`src/rtl/tpu_pkg.sv`:
```
// tpu_pkg: shared SRAM geometry and read-streamer FSM state type.
package tpu_pkg;
  localparam int SRAM_WORDS = 256;
  localparam int SRAM_ADDR_W = 10;
  localparam int DATA_W = 32;
  localparam int LANE_W = 8;
  typedef enum logic [1:0] {RS_IDLE, RS_ISSUE, RS_DRAIN, RS_DONE} rs_state_t;
endpackage

```
`src/rtl/stream_fifo.sv`:
```
// stream_fifo: synchronous FIFO with occupancy count, push and pop allowed together.
module stream_fifo #(
  parameter int DEPTH = 4,
  parameter int WIDTH = 32,
  parameter int CW = $clog2(DEPTH + 1)
) (
  input  logic             clk,
  input  logic             rst,
  input  logic             push,
  input  logic [WIDTH-1:0] wdata,
  input  logic             pop,
  output logic [WIDTH-1:0] rdata,
  output logic [CW-1:0]    count,
  output logic             empty
);
  localparam int AW = $clog2(DEPTH);
  logic [WIDTH-1:0] mem [DEPTH];
  logic [AW-1:0] wr, rd;
  always_ff @(posedge clk) begin
    if (rst) begin
      wr <= '0;
      rd <= '0;
      count <= '0;
    end else begin
      if (push) wr <= (wr == AW'(DEPTH - 1)) ? '0 : wr + 1'b1;
      if (pop) rd <= (rd == AW'(DEPTH - 1)) ? '0 : rd + 1'b1;
      count <= count + CW'(push) - CW'(pop);
    end
  end
  always_ff @(posedge clk) begin
    if (push) mem[wr] <= wdata;
  end
  assign rdata = mem[rd];
  assign empty = (count == '0);
endmodule

```
`src/rtl/sram_read_streamer.sv`:
```
// sram_read_streamer: walks an SRAM address range and streams the words out over valid/ready,
// issuing reads only when the output FIFO has room for every read already in flight.
module sram_read_streamer import tpu_pkg::*; #(
  parameter int ADDR_W = tpu_pkg::SRAM_ADDR_W,
  parameter int DATA_W = tpu_pkg::DATA_W,
  parameter int MEM_WORDS = tpu_pkg::SRAM_WORDS,
  parameter int FIFO_DEPTH = 4
) (
  input  logic                          clk,
  input  logic                          rst,
  input  logic                          start,
  input  logic [$clog2(MEM_WORDS)-1:0]  base_addr,
  input  logic [$clog2(MEM_WORDS):0]    num_words,
  output logic                          busy,
  output logic                          done,
  output logic                          sram_csb,
  output logic [ADDR_W-1:0]             sram_raddr,
  input  logic [DATA_W-1:0]             sram_rdata,
  output logic                          out_valid,
  input  logic                          out_ready,
  output logic [DATA_W-1:0]             out_data,
  output logic                          out_last
);
  localparam int AW = $clog2(MEM_WORDS);
  localparam int CW = $clog2(FIFO_DEPTH + 1);
  rs_state_t state, state_n;
  logic [AW-1:0] addr;
  logic [AW:0] num, issued, sent;
  logic rv, issue, hs, empty, credit;
  logic [CW-1:0] occ;
  logic [DATA_W-1:0] fifo_data;
  stream_fifo #(.DEPTH(FIFO_DEPTH), .WIDTH(DATA_W)) u_fifo (
    .clk(clk), .rst(rst), .push(rv), .wdata(sram_rdata), .pop(hs),
    .rdata(fifo_data), .count(occ), .empty(empty)
  );
  // Credit counts the read on the SRAM port and the one returning now, so the FIFO can never overflow.
  assign credit = int'(occ) + int'(!sram_csb) + int'(rv) < FIFO_DEPTH;
  assign issue = (state == RS_ISSUE) && credit;
  assign out_valid = !empty;
  assign out_data = empty ? '0 : fifo_data;
  assign out_last = out_valid && (sent == num - 1'b1);
  assign hs = out_valid && out_ready;
  assign busy = (state != RS_IDLE);
  assign done = (state == RS_DONE);
  always_comb begin
    state_n = state;
    case (state)
      RS_IDLE:  state_n = start ? ((num_words == '0) ? RS_DONE : RS_ISSUE) : RS_IDLE;
      RS_ISSUE: state_n = (issue && issued == num - 1'b1) ? RS_DRAIN : RS_ISSUE;
      RS_DRAIN: state_n = (hs && out_last) ? RS_DONE : RS_DRAIN;
      default:  state_n = RS_IDLE;
    endcase
  end
  always_ff @(posedge clk) begin
    if (rst) begin
      state <= RS_IDLE;
      sram_csb <= 1'b1;
      sram_raddr <= '0;
      rv <= 1'b0;
      addr <= '0;
      num <= '0;
      issued <= '0;
      sent <= '0;
    end else begin
      state <= state_n;
      sram_csb <= !issue;
      rv <= !sram_csb;
      if (issue) begin
        sram_raddr <= ADDR_W'(addr);
        addr <= addr + 1'b1;
        issued <= issued + 1'b1;
      end
      if (hs) sent <= sent + 1'b1;
      if (state == RS_IDLE && start) begin
        addr <= base_addr;
        num <= num_words;
        issued <= '0;
        sent <= '0;
      end
    end
  end
endmodule

```
`config.mk`:
```
export PLATFORM = sky130hd
export DESIGN_NAME = sram_read_streamer
export DESIGN_NICKNAME = d
export VERILOG_FILES = /design/src/rtl/tpu_pkg.sv /design/src/rtl/stream_fifo.sv /design/src/rtl/sram_read_streamer.sv
export SDC_FILE = /design/constraint.sdc
export NUM_CORES = 1
export LEC_CHECK = 0
export ABC_AREA = 1
export CAP_MARGIN = 10
export CORE_UTILIZATION = 51
export DETAILED_ROUTE_END_ITERATION = 10
export PLACE_DENSITY = 0.85
export SLEW_MARGIN = 30
export SYNTH_ARGS = -nofsm -noshare
export SYNTH_HDL_FRONTEND = slang
export SYNTH_SLANG_ARGS = --single-unit
```
`constraint.sdc`:
```
create_clock -name clk -period 2.4 [get_ports clk]
set_clock_uncertainty 0.15 [all_clocks]
set_input_delay 0.48 -clock clk [delete_from_list [all_inputs] [get_ports clk]]
set_output_delay 0.48 -clock clk [all_outputs]
set_load 0.05 [all_outputs]
```
==> results.tsv <==
stage	metric	value	unit
timing	rsz0062_at_grt	yes	
yosys	ys_warn_count	0	
power_and_ir_drop	power_leakage	0.004120	uW
clock_tree	cts-root-buf	clkbuf_16	
yosys	synthesis.area	8014	um2
yosys	synth-compound-area-share	11.38	%
floorplan	dieWidth	127.4	um
worst_setup_path	cp_slowest_cell	dfxtp_2	
timing	finalWorstSetupSlack	-0.2122	ns
worst_setup_path	cp.arrival	1.98	ns
yosys	synth_enable_flop_cells	128	
yosys	synth-seq-cells	184	
place	hpwl	11.58	mm
worst_setup_path	crit_fanout	7	
cells_and_area	final_nets	1025	
floorplan	dieArea	16220	um2
clock_tree	clockBufferDepth	2	
timing	fin_crit_sh	108.8	%
global_routing	grt_usage	24.65	%
worst_setup_path	critical_path_required	1.77	ns
global_routing	grt_pass1_vias	6077	
worst_setup_path	worstSetupStartpointType	register	
route	first_iter_violations	660	
timing	worst_pin_slew	0.5364	ns
outcome	outcome	finished with violations	
worst_setup_path	path_cells	inv_2, ha_4, buf_4, nand3_1, nand2_1, nand3_1, nand2_1, nor2_1, and3_4, buf_12	
global_routing	grt_pass1_wl	30.11	mm
power_and_ir_drop	ir_drop	0.7017	mV
clock_tree	clock_sinks	184	
yosys	async_reset_ff_share	0	%
power_and_ir_drop	power_density	1138	nW/um2
clock_tree	clk_pin_slew	0.07	ns
timing	setup_viol	26	
min_path	hp-class	reg -> reg	
clock_tree	cts_tree	yes	
power_and_ir_drop	p_sw_share	39.61	%
route	drc	0	
yosys	seq_area_frac_synth	61.95	%
yosys	netlist-cell-type-count	39	
run	cap_violations	0	
route	viasPerCell	5.666	
place	portBuffers	97	
clock_tree	hold_buffers	0	
timing	period_needed	2.612	ns
floorplan	core_area	15260	um2
route	ant_nets	0	
worst_setup_path	cp_top_family	simple AND/OR/NAND/NOR gates	
power_and_ir_drop	power_frac_seq	28.5	%
global_routing	antenna_found_initial	0	
cells_and_area	nFillCells	905	
cells_and_area	area_growth_syn_to_layout	40.87	%
timing	max_clock_freq	382.8	MHz
worst_setup_path	slowest_delay	0.36	ns
floorplan	rows	45	
yosys	synth_fa_ha_area_share	2.279	%
yosys	avgSynthCellArea	9.679	um2
floorplan	start_util	52.52	%
worst_setup_path	critical_path_buf_inv_count	3	
worst_setup_path	crit_type	reg -> out	
power_and_ir_drop	netSwitchingPower	5089	uW
timing	slew_viol_final	0	
route	wl_per_cell	19.25	um
power_and_ir_drop	p_int	7761	uW
worst_setup_path	crit_path_end_kind	output pin	
route	wl	22.73	mm
power_and_ir_drop	total_power	12850	uW
yosys	synth_mux_area_share	0	%
cells_and_area	drive_above_1_share	26.19	%
clock_tree	clk_latency	0.45	ns
yosys	ys.flop_type	edfxtp_1	
yosys	synth_simple_gate_area_share	18.52	%
yosys	synth_top_family_by_area	simple AND/OR/NAND/NOR gates	
outcome	violations	setup timing	
power_and_ir_drop	p_comb_share	49.7	%
timing	relSlewSlack	64.13	%
timing	hold_viol	0	
place	pre_cts_ws	-0.05630	ns
global_routing	overflow	0	
floorplan	chipHeight	127.4	um
cells_and_area	n_antenna_cell	0	
global_routing	grt_max_degree	37	
place	gp_congestion	0.9407	
power_and_ir_drop	p_clk_share	21.8	%
route	drt_first_pass_iters	5	
yosys	synthCells	828	
cells_and_area	utilization	73.99	%
floorplan	ios	100	
clock_tree	cts_buffers	17	
yosys	synthXorXnorAreaFrac	0.6557	%
route	vias	6692	
clock_tree	h-tree-depth	4	
[final timing paths]
check	start	cells after the start	slack, ns	endpoint
hold reg to reg	sram_csb$_SDFF_PP1_	1	0.32	rv$_SDFF_PP0_
hold / removal	sram_csb$_SDFF_PP1_	1	0.32	rv$_SDFF_PP0_
setup reg to reg	u_fifo.count[2]$_SDFF_PP0_	12	0.18	u_fifo.count[2]$_SDFF_PP0_
setup / recovery	num[1]$_SDFFE_PP0P_	10	-0.21	out_last
[cells in the mapped netlist (2+ instances only)]
cell type,n,area [um2]
buf_2,7,35.03
o21ai_1,4,20.02
nor2_4,2,22.52
nor2_2,6,37.54
edfxtp_1,128,3844
nand3_1,41,205.2
a21oi_1,67,335.3
nor3_2,4,40.04
nand3b_1,3,22.52
nand4_1,10,62.56
clkbuf_1,21,78.83
inv_1,61,229.0
nor2_1,171,641.9
nor3_1,7,35.03
xnor2_1,2,17.52
buf_4,3,22.52
nand2_1,84,315.3
nor3b_1,2,15.01
or2_2,3,18.77
o21ai_0,97,485.5
dfxtp_1,56,1121
ha_1,13,162.7
a31oi_1,3,18.77
nand2_2,6,37.54
a211oi_1,2,15.01
nor4_1,2,12.51
xor2_1,4,35.03
buf_1,6,22.52
inv_2,3,11.26
[stage by stage]
| stage | setup TNS [ns] | hold WS [ns] | area (um2) | std cells |
|---|---|---|---|---|
| floorplan | -0.2221 | 0.3067 | 8023 | 829 |
| global placement | -0.01855 | 0.2886 | 9627 | 1122 |
| detailed placement | -0.05630 | 0.3012 | 9627 | 1122 |
| CTS | -0.1966 | 0.3203 | 10370 | 1156 |
| global route | -3.192 | 0.3539 | 11290 | 1181 |
| finish | -1.567 | 0.3242 | 11290 | 1181 |
[layout make-up]
class | instances | area [um2] | area share, %
timing repair buffer | 148 | 2052 | 18.18
sequential | 184 | 4982 | 44.13
multi-input combinational | 542 | 3166 | 28.04
inverter | 65 | 249.0 | 2.205
tap | 211 | 264.0 | 2.338
clock inverter | 14 | 151.4 | 1.341
clock buffer | 17 | 425.4 | 3.768
[worst register-to-register path: stages (launching register included)]
cell and delay (ns):
dfxtp_4 0.37, nor2_4 0.13, nand2_4 0.08, buf_4 0.14, nand2_2 0.06, inv_1 0.06
ha_1 0.28, inv_1 0.05, ha_1 0.13, inv_1 0.05, fa_1 0.37, xnor2_1 0.18
nor2_1 0.06
[flip-flops by register name, indices dropped and copies added (netlist names), named ones only]
name,count
u_fifo.mem,128
issued,9
num,9
sent,9
addr,8
sram_raddr,8
u_fifo.count,3
state,2
u_fifo.rd,2
u_fifo.wr,2
rv,1
sram_csb,1
[logic make-up (layout without fill, tap and decap cells)]
group,count (synthesis),in the layout
other,1,2
buffers and inverters,103,244
adder cells (fa/ha/maj),14,14
AND/OR/NAND/NOR,343,343
XOR/XNOR,6,6
flip-flops,184,184
AO/OA/AOI/OAI,177,177
[power groups by stage]
stage,sequential (uW),combinational [uW],clock (uW)
floorplan,3740,2550,0
global placement,3690,4640,0
detailed placement,3700,4700,0
CTS,3650,4970,2760
global route,3680,6640,2940
finish,3660,6390,2800
[timing repair]
item | CTS | global route
pin swaps | 12 | 56
setup buffers | 2 | 13
setup endpoints to repair | 34 | 33
cloned | 1 | 12
gates resized for setup | 49 | 183
[metal layers]
| layer | up-vias | track usage (%) | part of all wire, % | wire [um] |
|---|---|---|---|---|
| li1 | 3097 | - | - | - |
| met4 | 0 | 12.46 | 3.9 | 882 |
| met1 | 3173 | 29.76 | 39 | 8784 |
| met5 | - | 0 | 0 | 0 |
| met3 | 76 | 4.941 | 7.0 | 1588 |
| met2 | 346 | 42.08 | 50 | 11480 |
[placed cells by master (no fill, tap or decap), types with 4 or more instances in the layout]
cell / instances
o21ai_2: 24
nand2_1: 83
nor2_2: 31
o21ai_0: 42
inv_2: 6
inv_8: 5
ha_1: 12
a21oi_1: 35
nor3_1: 7
dfxtp_2: 5
nand4_1: 10
xor2_1: 4
buf_6: 7
edfxtp_1: 128
nor3_2: 4
a21oi_4: 16
nand3_1: 41
a21oi_2: 16
dfxtp_1: 48
clkdlybuf4s50_1: 61
inv_6: 5
clkbuf_16: 29
nor2_4: 17
nand2_2: 6
buf_4: 23
o21ai_1: 36
inv_1: 57
buf_12: 42
nor2_1: 131
(Power assumes the default switching activity.)
